File: config.mk
export PLATFORM = sky130hd
export DESIGN_NAME = mmio_serial_out
export DESIGN_NICKNAME = d
export VERILOG_FILES = /design/src/rtl/mmio_serial_out.sv
export SDC_FILE = /design/constraint.sdc
export NUM_CORES = 1
export LEC_CHECK = 0
export CAP_MARGIN = 10
export CORE_MARGIN = 1.5
export CORE_UTILIZATION = 45
export DETAILED_ROUTE_END_ITERATION = 12
export DONT_BUFFER_PORTS = 1
export RECOVER_POWER = 25
export SLEW_MARGIN = 20
export SYNTH_ARGS = -nofsm -noshare
export SYNTH_HDL_FRONTEND = slang
export SYNTH_SLANG_ARGS = --single-unit
File: constraint.sdc
create_clock -name clk -period 5.92 [get_ports clk]
set_input_delay 0.888 -clock clk [delete_from_list [all_inputs] [get_ports clk]]
set_output_delay 0.888 -clock clk [all_outputs]
set_load 0.01 [all_outputs]
File: src/rtl/mmio_serial_out.sv
// Memory-mapped serial output port: a small byte FIFO fed by CPU stores,
// drained by an 8N1 UART transmitter, with a pollable status word.
//
// state | meaning
// ------+--------------------------------------------------------------
// IDLE  | line high, waiting for a queued byte
// START | start bit (line low) for one bit time
// DATA  | eight data bits, LSB first, one bit time each
// STOP  | stop bit (line high); chains straight into START if more queued
module mmio_serial_out #(
  parameter int         CLKS_PER_BIT = 434,
  parameter int         FIFO_DEPTH   = 4,
  parameter logic [2:0] SEL_CODE     = 3'b101
) (
  input  logic        clk,
  input  logic        reset_n,
  input  logic [2:0]  select,
  input  logic        we,
  input  logic [31:0] wdata,
  output logic [31:0] rdata,
  output logic        tx,
  output logic        busy
);

  localparam int AW = $clog2(FIFO_DEPTH);
  localparam int CW = (CLKS_PER_BIT > 1) ? $clog2(CLKS_PER_BIT) : 1;
  localparam logic [CW-1:0] BAUD_LAST = CW'(CLKS_PER_BIT - 1);
  localparam logic [AW:0]   DEPTH     = (AW + 1)'(FIFO_DEPTH);

  typedef enum logic [1:0] {
    IDLE  = 2'd0,
    START = 2'd1,
    DATA  = 2'd2,
    STOP  = 2'd3
  } state_t;

  state_t        state, state_next;
  logic [CW-1:0] baud_cnt, baud_next;
  logic [2:0]    bit_idx, bit_idx_next;
  logic [7:0]    shift, shift_next;
  logic          tx_next;

  logic [7:0]    mem [FIFO_DEPTH];
  logic [AW-1:0] rd_ptr, wr_ptr;
  logic [AW:0]   count;
  logic          overflow;

  logic          wr, push, pop, full, empty, bit_done;
  logic          unused_wdata;

  // Only the low byte of a store is transmitted.
  assign unused_wdata = ^wdata[31:8];

  assign wr       = we && (select == SEL_CODE);
  assign full     = (count == DEPTH);
  assign empty    = (count == '0);
  assign bit_done = (baud_cnt == '0);

  // A pop in the same cycle frees a slot, so a write to a full FIFO still lands.
  assign push = wr && (!full || pop);

  assign busy  = (state != IDLE) || !empty;
  assign rdata = (select == SEL_CODE) ? {28'h0, empty, overflow, full, busy} : 32'h0;

  // FIFO storage; pointers are reset elsewhere, so the array needs no reset.
  always_ff @(posedge clk) begin
    if (reset_n && push) begin
      mem[wr_ptr] <= wdata[7:0];
    end
  end

  // FIFO pointers, occupancy and sticky overflow flag.
  always_ff @(posedge clk) begin
    if (!reset_n) begin
      rd_ptr   <= '0;
      wr_ptr   <= '0;
      count    <= '0;
      overflow <= 1'b0;
    end else begin
      if (push) begin
        wr_ptr <= wr_ptr + AW'(1);
      end
      if (pop) begin
        rd_ptr <= rd_ptr + AW'(1);
      end
      case ({push, pop})
        2'b10:   count <= count + (AW + 1)'(1);
        2'b01:   count <= count - (AW + 1)'(1);
        default: count <= count;
      endcase
      if (wr && !push) begin
        overflow <= 1'b1;
      end
    end
  end

  // Transmitter state, bit timer (down-counter), shifter and registered line.
  always_ff @(posedge clk) begin
    if (!reset_n) begin
      state    <= IDLE;
      baud_cnt <= '0;
      bit_idx  <= '0;
      shift    <= '0;
      tx       <= 1'b1;
    end else begin
      state    <= state_next;
      baud_cnt <= baud_next;
      bit_idx  <= bit_idx_next;
      shift    <= shift_next;
      tx       <= tx_next;
    end
  end

  // Next-state, FIFO pop and next line level; tx is derived from where the
  // FSM is heading so the line changes on the same edge as the state.
  always_comb begin
    state_next   = state;
    baud_next    = baud_cnt - CW'(1);
    bit_idx_next = bit_idx;
    shift_next   = shift;
    pop          = 1'b0;
    tx_next      = 1'b1;

    case (state)
      IDLE: begin
        baud_next = BAUD_LAST;
        if (!empty) begin
          pop        = 1'b1;
          shift_next = mem[rd_ptr];
          state_next = START;
        end
      end
      START: begin
        if (bit_done) begin
          baud_next    = BAUD_LAST;
          bit_idx_next = 3'd0;
          state_next   = DATA;
        end
      end
      DATA: begin
        if (bit_done) begin
          baud_next = BAUD_LAST;
          if (bit_idx == 3'd7) begin
            state_next = STOP;
          end else begin
            shift_next   = {1'b0, shift[7:1]};
            bit_idx_next = bit_idx + 3'd1;
          end
        end
      end
      STOP: begin
        if (bit_done) begin
          baud_next = BAUD_LAST;
          if (!empty) begin
            pop        = 1'b1;
            shift_next = mem[rd_ptr];
            state_next = START;
          end else begin
            state_next = IDLE;
          end
        end
      end
      default: begin
        state_next = IDLE;
      end
    endcase

    case (state_next)
      START:   tx_next = 1'b0;
      DATA:    tx_next = shift_next[0];
      default: tx_next = 1'b1;
    endcase
  end

endmodule

==> results of run 1 <==
## metrics by stage
step	power, mW	setup slack [ps]	utilization [%]	area (µm²)
6_report	1.36	3050	49.6	3430
5_1_grt	1.44	2810	49.6	3430
4_1_cts	1.37	3040	49.6	3430
3_5_place_dp	0.996	3030	46.8	3240
3_3_place_gp	0.991	3100	46.8	3240
2_1_floorplan	0.944	3400	-	3380
## area by class of cell
| class | count | area, µm² |
|---|---|---|
| tap | 96 | 120 |
| clock inverter | 7 | 68.8 |
| inverter | 12 | 45.0 |
| fill | 630 | 3480 |
| multi-input combinational | 199 | 1450 |
| sequential | 65 | 1620 |
| clock buffer | 9 | 124 |
## cell families (layout without fill, tap and decap cells)
kind of cell / count (synthesis) / in the layout / share of synthesized area (%)
buf+inv: 49 / 28 / 9.43
other cells: 1 / 28 / 0.114
compound gates: 48 / 48 / 9.81
fa+ha+maj: 15 / 15 / 5.95
flops: 65 / 65 / 49.5
mux: 19 / 19 / 8.89
simple gates: 80 / 80 / 13.9
xor+xnor: 9 / 9 / 2.40
## power by group
part | internal (mW) | total, mW | leakage (nW) | switching (mW)
clock network | 0.194 | 0.367 | 0.0987 | 0.173
registers | 0.524 | 0.585 | 0.558 | 0.0609
logic | 0.179 | 0.405 | 0.611 | 0.226
total | 0.896 | 1.36 | 1.27 | 0.461
## state kept, by name, indices dropped and copies added (netlist names), named ones only
| name | cells |
|---|---|
| rd_ptr | 2 |
| bit_idx | 3 |
| wr_ptr | 2 |
| overflow | 1 |
| mem | 32 |
| baud_cnt | 9 |
| count | 3 |
| shift | 8 |
| tx | 1 |
| state | 2 |
## worst max-delay path: cells and delay by family, from the launching register on
kind,cells,cell delay [ps]
AND/OR/NAND/NOR,6,1490
adder cells (fa/ha/maj),2,550
flip-flops,1,330
AO/OA/AOI/OAI,2,240
buffers and inverters,1,110
## placed cells by master (no fill, tap or decap), types with 2 or more instances in the layout
master     n
nor4_4     2
mux2i_1   10
edfxtp_1  32
a21oi_1   14
nand4_1    3
nand3_1    5
nand2_1   19
nor4_1     2
ha_1      14
o21ai_1    2
xnor2_1    6
and3_1     6
dfxtp_1   33
nor3_1     4
o21ai_0   11
clkinv_4   2
clkbuf_8   9
a22oi_1    2
clkinv_1   2
mux4_2     8
nand4b_1   2
nor2b_1    3
inv_1     12
a22o_1     6
nor2_1    23
nor3b_1    2
a31oi_1    4
xor2_1     3
conb_1    28
## layer usage
layer / wire, µm / global-route usage [%]
met2: 2700 / 25.3
met5: 0 / 0
met1: 2500 / 19.7
met3: 263 / 6.72
met4: 70 / 4.83
## worst paths after layout
| check | from | end | depth (start not counted) |
|---|---|---|---|
| setup / recovery | baud_cnt[0] | count[2] | 11 |
| hold / removal | bit_idx[1] | bit_idx[1] | 2 |
| setup reg to reg | baud_cnt[0] | count[2] | 11 |
| hold reg to reg | bit_idx[1] | bit_idx[1] | 2 |
==> out/qor.yml, run 1 <==
status: "finished clean"
ys_seq_area_share_pct: 49.5
syn_to_final_growth_pct: 4.58
post-place-cells: 372
clock_skew_ps: 13.2
crit_fanout: 9
overflow: 0
die_h_um: 88.4
synth_top_area_share_pct: 29.3
yosys-top-cells-count: "dfxtp_1, edfxtp_1, buf_4"
async_flop_share_pct: 0
fin_cells: 388
nets: 340
core_area_um2: 6910
worstSetupPathType: "reg2reg"
antenna_left: 0
wl_per_cell_um: 14.3
port_buffers: 0
setup_tns_ps: 0
slew_headroom_pct: 52.6
r2r_slack_ps: 3050
syn_avg_cell_area_um2: 11.5
tightest_slew_ps: 710
synth-edff-count: 32
worst_setup_path_end_kind: "register"
antenna_found_initial: 0
setup_viol: 0
clockBufferDepth: 2
synth_area_um2: 3280
route.detailed.drc: 0
die-width_um: 88.4
gr-usage-all-layers_pct: 15.9
yosys_warnings: 0
avgViaCountPerCell: 5.15
p_leak_nw: 1.27
grt_pass1_wl_um: 9340
path_cells: "inv_1, ha_1, nor4b_4, nand4_2, nand2_2, nand2_1, fa_1, or3_1, a21oi_1, o21ai_0, nor3b_1"
cts_buffers: 9
fin_hold_ws_ps: 466
start_util_pct: 47.5
grt_max_degree: 21
synth-seq-cells: 65
cts_tree: "yes"
place_congestion: 0.746
root_buffer: "clkbuf_8"
period_share_pct: 48.5
dieArea_um2: 7810
syn_inst: 286
cp.required_ps: 6130
hold_path.class: "reg2reg"
critPathArrivalTime_ps: 3080
clkSinkCount: 65
start_kind: "register"
postCtsSetupRepairBufs: 0
rsz0062_at_grt: "false"
clk_latency_ps: 350
rows: 30
dp_hpwl_um: 3850
drtPass1Iterations: 4
yosysTopAreaCell: "edfxtp_1"
max_stage_delay_ps: 450
drt-total-wl_um: 5540
cap_viol_max_count: 0
slew_violations: 0
pin_count: 72
p_per_area_nw_per_um2: 396
finalHoldViolCount: 0
antenna_cells: 0
drt_iter0_drc: 75
post_cts_resized: 0
yosys_most_used_dff: "dfxtp_1"
fin_crit_ps: 2870
yosysMostFrequentCell: "dfxtp_1"
htreeDepth: 3
worst_path_max_delay_cell: "nor4b_4"
synth_cell_type_count: 50
num_vias: 1997
grt_pass1_vias: 1973
netlist_top_cells_area: "edfxtp_1, dfxtp_1, buf_4"
peakVddDrop_mv: 0.250
drive_above_1_share_pct: 11.3
ctsHoldBuffers: 0
clock.fmax_mhz: 348
path_clk_slew_ps: 80
No activity file was read; power rests on OpenSTA's default activity.
==> run 2: changes to the inputs <==
clock period = 2.8 ns   (was 5.92 ns; I/O delays follow)
==> run 2 against run 1 <==
Effect of this change: register-to-register slack worse by 2800 ps; combinational power up 130%; sequential cell count did not move; global-route usage shrank 0.79 points; utilization increased by 1.1 points; highest routed layer unchanged.
==> out/qor.yml, run 2 (synthesis gave the netlist of run 1 again) <==
peakVddDrop_mv: 0.394  # +58%
r2r_slack_ps: 230  # -2820 ps
max_flop_register: "mem"
crit_fanout: 5  # -4
antenna_found_initial: 0  # unchanged
clock.fmax_mhz: 389  # +12%
setup_tns_ps: 0  # unchanged
die-width_um: 88.4  # unchanged
dieArea_um2: 7810  # unchanged
clock_power_share_pct: 27.4  # +0.4 points
rsz0062_at_grt: "false"
r2r-end: "count[2]"
num_vias: 1976  # -1.1%
drt_iter0_drc: 66  # -12%
largest_register_ffs: 32  # unchanged
critPathLaunch: "state[1]"
wl_per_cell_um: 13.6  # -4.6%
combPwrFrac_pct: 31.4  # +1.6 points
slew_headroom_pct: 62.7  # +10 points
rows: 30  # unchanged
clock_skew_ps: 8.66  # -4.55 ps
status: "finished clean"
fin_crit_ps: 2570  # -302 ps
die_h_um: 88.4  # unchanged
core_area_um2: 6910  # unchanged
root_buffer: "clkbuf_8"
grt_pass1_vias: 1884  # -4.5%
filler_cell_count: 631  # +0.16%
place_ws_ps: 253  # -2770 ps
cts_tree: "yes"
worst_setup_path_end_kind: "register"
power.switching_uw: 989  # +110%
setup_viol: 0  # unchanged
htreeDepth: 3  # unchanged
port_buffers: 0  # unchanged
seq_power_share_pct: 41.2  # -1.9 points
period_share_pct: 91.8  # +43 points
start_kind: "register"
crit_end: "count[2]"
place_congestion: 0.782  # +4.9%
drtPass1Iterations: 4  # unchanged
clk_latency_ps: 340  # about the same
cp.required_ps: 3040  # -3090 ps
start_util_pct: 47.5  # unchanged
finalHoldViolCount: 0  # unchanged
hold_path.class: "in2reg"
nets: 349  # +2.6%
clockBufferDepth: 2  # unchanged
path_clk_slew_ps: 80  # about the same
p_per_area_nw_per_um2: 838  # +110%
p_sw_share_pct: 33.7  # -0.26 points
postCtsSetupRepairBufs: 0  # unchanged
avgViaCountPerCell: 4.98  # -3.3%
clkSinkCount: 65  # unchanged
layout_common_cells: "dfxtp_1, edfxtp_1, conb_1, nor2_1, nand2_1"
grt_pass1_wl_um: 8710  # -6.7%
p_int_mw: 1.95  # +120%
rr_worst_depth: 11  # unchanged
p_leak_nw: 1.32  # +4.0%
drt-total-wl_um: 5410  # -2.4%
post_cts_resized: 0  # unchanged
worst_slack_ps: 230  # -2820 ps
worstSetupPathType: "reg2reg"
route.detailed.drc: 0  # unchanged
cts_buffers: 9  # unchanged
antenna_left: 0  # unchanged
reg_top3: "mem x32, baud_cnt x9, shift x8"
antenna_cells: 0  # unchanged
grt_max_degree: 18  # -14%
cap_viol_max_count: 0  # unchanged
ctsHoldBuffers: 0  # unchanged
gr-usage-all-layers_pct: 15.1  # -0.79 points
r2r-start: "state[1]"
syn_to_final_growth_pct: 6.95
layout_commonest_cell: "dfxtp_1"
slew_violations: 0  # unchanged
drive_above_1_share_pct: 14.6  # +3.3 points
dp_hpwl_um: 3970  # +3.0%
pin_count: 72  # unchanged
critPathArrivalTime_ps: 2810  # -270 ps
overflow: 0  # unchanged
tightest_slew_ps: 557  # -153 ps
[run 2: changes by cell type in the layout (fill, tap and decap cells not counted)]
cell      before  now
buf_4          0    9
inv_6          1    2
clkinv_4       2    3
clkinv_1       2    0
[run 2: how the worst min path moves through the flow]
stage | depth (start not counted) | slack [ps] | from | endpoint
after global placement | 2 | 450 | bit_idx[1] | bit_idx[1]
after floorplan | 1 | 430 | baud_cnt[0] | baud_cnt[0]
final | 0 | 160 | wdata[0] | mem[2][0]
after global routing | 0 | 140 | wdata[0] | mem[2][0]
after CTS | 0 | 150 | wdata[0] | mem[2][0]
after detailed placement | 1 | 460 | overflow | overflow
[run 2: final cells by class]
| type | instances | area (µm²) | share of cell area (%) |
|---|---|---|---|
| flip-flops and latches | 65 | 1620 | 46.3 |
| multi-input cells | 199 | 1450 | 41.3 |
| clock buffers | 9 | 124 | 3.53 |
| well taps | 96 | 120 | 3.43 |
| clock inverters | 7 | 78.8 | 2.25 |
| repair buffers | 9 | 67.6 | 1.93 |
| inverters | 12 | 45.0 | 1.28 |
[run 2: through the flow]
| stage | hold WS (ps) | area, µm² | cells | total power [mW] | util (%) |
|---|---|---|---|---|---|
| 6_report | 165 | 3510 | 397 | 2.94 | 50.8 |
| 5_1_grt | 141 | 3510 | 397 | 3.13 | 50.8 |
| 3_3_place_gp | 448 | 3300 | 381 | 2.15 | 47.8 |
| 4_1_cts | 149 | 3510 | 397 | 2.96 | 50.8 |
| 3_5_place_dp | 455 | 3300 | 381 | 2.15 | 47.8 |
| 2_1_floorplan | 434 | 3380 | 313 | 2.00 | - |
[run 2: worst max-delay path, stage by stage (launching register included)]
cell and delay (ps):
dfxtp_1 390, inv_1 130, ha_1 320, nor2b_1 160
nand4_2 150, nand2_2 100, nand2_1 60, fa_1 390
or3_1 380, a21oi_1 160, o21ai_0 90, nor3b_1 140
[run 2: layer usage]
layer	part of all wire [%]	up-vias	track usage, %
li1	-	996	-
met1	46	922	19.8
met2	48	50	22.6
met3	4.3	8	4.29
met4	1.8	0	8.10
met5	0	-	0
[run 2: power groups by stage]
| stage | clock network (mW) | logic, mW | registers [mW] |
|---|---|---|---|
| 6_report | 0.805 | 0.921 | 1.21 |
| 5_1_grt | 0.879 | 1.02 | 1.23 |
| 4_1_cts | 0.830 | 0.923 | 1.21 |
| 3_5_place_dp | 0 | 0.921 | 1.23 |
| 3_3_place_gp | 0 | 0.916 | 1.23 |
| 2_1_floorplan | 0 | 0.789 | 1.21 |
==> RTL edit (flow settings as in run 1) <==
Register the output `rdata`, with the module's reset; this adds one clock of latency there. The other outputs are not delayed to match.
--- a/src/rtl/mmio_serial_out.sv
+++ b/src/rtl/mmio_serial_out.sv
@@ -60,7 +60,13 @@
   assign push = wr && (!full || pop);
 
   assign busy  = (state != IDLE) || !empty;
-  assign rdata = (select == SEL_CODE) ? {28'h0, empty, overflow, full, busy} : 32'h0;
+  always_ff @(posedge clk) begin
+    if (!reset_n) begin
+      rdata <= '0;
+    end else begin
+      rdata <= (select == SEL_CODE) ? {28'h0, empty, overflow, full, busy} : 32'h0;
+    end
+  end
 
   // FIFO storage; pointers are reset elsewhere, so the array needs no reset.
   always_ff @(posedge clk) begin
Check against the original RTL: not equivalent (a bounded check fails within 4 cycles, from zero or initial values and one cycle with reset_n low).
==> RTL edit against run 1 <==
  * Design area increased by 3.4%
  * Area after synthesis increased by 3.3%
  * Critical path depth decreased by 1
  * Setup slack got worse by 160 ps
  * Final cell count increased by 1.8%
  * Total power increased by 7.7%
  * Die area increased by 3.2%
  * Wire length decreased by 3.9%
  * Fmax decreased by 5.3%
  * Sequential share of layout area increased by 0.71 points
  * Sequential cell count increased by 4
==> RTL edit: results (changes against run 1) <==
Global routing
  – Met1 GRT Util: 17.9% (-1.9 points)
  – First-pass GRT wire length: 8940 µm (-4.2%)
  – Met3 Track Usage GR: 3.89% (-2.8 points)
  – Vias in the first global route: 1818 (-7.9%)
  – All-Layer GR Usage: 14.1% (-1.8 points)
  – Antenna violations before repair: 0 (unchanged)
  – M2 GR Usage: 22.1% (-3.2 points)
  – GRT Max-Usage Layer: met2
  – Pin count of the biggest net entering global routing: 38 (+81%)

Yosys
  – Post-synthesis mux area share: 9.57% (+0.68 points)
  – Async SR Flop Fraction: 0% (unchanged)
  – Post-Synth Adder-Cell Area: 5.76% (-0.19 points)
  – Mean Syn Cell Area: 11.6 µm² (+1.2%)
  – Dominant cells by area after synthesis: edfxtp_1, dfxtp_1, buf_4, mux4_2, ha_1
  – Xor and xnor area share after synthesis: 2.33% (-0.076 points)
  – Count of cell types in the netlist: 47 (-6.0%)
  – Compound-gate portion of the synthesized area: 9.50% (-0.31 points)
  – Synth cell count leaders: dfxtp_1, edfxtp_1, buf_4
  – Seq/Total Area, Yosys: 50.3% (+0.79 points)

Placed design
  – Routability cong.: 0.744 (-0.29%)
  – Pre-CTS WS: 2850 ps (-175 ps)
  – Post-Place Cells: 379 (+1.9%)
  – Dpl cell area: 3360 µm² (+3.7%)
  – Dpl hpwl: 3680 µm (-4.4%)

Cells and area
  – Fillers: 667 (+5.9%)
  – Multi-input logic portion of the cell area: 42.3% (+0.060 points)
  – Biggest regs: mem (32), baud_cnt (9), shift (8)
  – Clock-cell share of area: 5.33% (-0.29 points)
  – Multi-input comb cells: 203 (+2.0%)
  – Layout cells sized above 1: 10.5% (-0.83 points)
  – Layout Area Growth over Synthesis: 4.69%
  – Non-clock inverter total of the final layout: 8 (-4)
  – Sequential Area: 1700 µm² (+4.9%)
  – Nonclk buf count: 0 (unchanged)
  – Fin nets: 344 (+1.2%)

Clock tree
  – Htree depth: 3 (unchanged)
  – Root Buffer: clkbuf_8
  – Worst-skew pair later-pin latency: 350 ps (about the same)
  – Num Clock Sinks: 69 (+6.2%)

Route
  – Metal2 WL: 2540 µm (-6.1%)
  – WL per Instance: 13.5 µm (-5.6%)
  – Top Metal Used: met4
  – M1 wire length: 2450 µm (-2.2%)
  – Post-DR vias/cell: 5.04 (-2.2%)
  – DR iter-0 viols: 83 (+11%)
  – Met3 wire length: 215 µm (-18%)
  – Via Count: 1989 (-0.40%)

Setup path
  – Crit-path max FO: 12 (+3)
  – Register-to-Register Path Depth: 10 (-1)
  – CP Data Arrival Time: 3320 ps (+240 ps)
  – CP max-delay cell: a31oi_1
  – CP peak stage delay: 420 ps (-30 ps)

Pwr
  – NetSw: 526 µW (+14%)
  – VDD IR max: 0.185 mV (-26%)
  – Leak: 1.31 nW (+3.0%)

STA
  – Worst rel slew slack: 34.7% (-18 points)
  – Clock Skew: 10.7 ps (-2.54 ps)

Die
  – Row count: 31 (+3.3%)

Min path
  – Hold path depth: 1 (-1)

Outcome
  – Status: complete, no violations
==> RTL edit: cell count changes in the layout (fill, tap and decap cells not counted), moves of 3 or more <==
cell	run 1	this run
or3_1	1	4
a21oi_1	14	3
mux2i_1	10	13
nor2b_1	3	7
nor4b_1	0	3
and2_1	1	4
inv_1	12	8
a21boi_0	0	8
nand3_1	5	0
nand2_1	19	27
nor2_1	23	14
dfxtp_1	33	37
==> RTL edit: power groups by stage <==
stage,combinational (mW),clock [mW],sequential [mW]
after global routing,0.530,0.397,0.635
after floorplan,0.443,0,0.605
final,0.472,0.366,0.623
after CTS,0.477,0.373,0.624
after detailed placement,0.474,0,0.635
after global placement,0.472,0,0.635
==> RTL edit: final timing paths <==
kind | from | to | slack [ps]
worst max-delay path | baud_cnt[0] | count[2] | 2890
worst max register to register | baud_cnt[0] | count[2] | 2890
worst min-delay path | overflow | overflow | 470
worst min register to register | overflow | overflow | 470
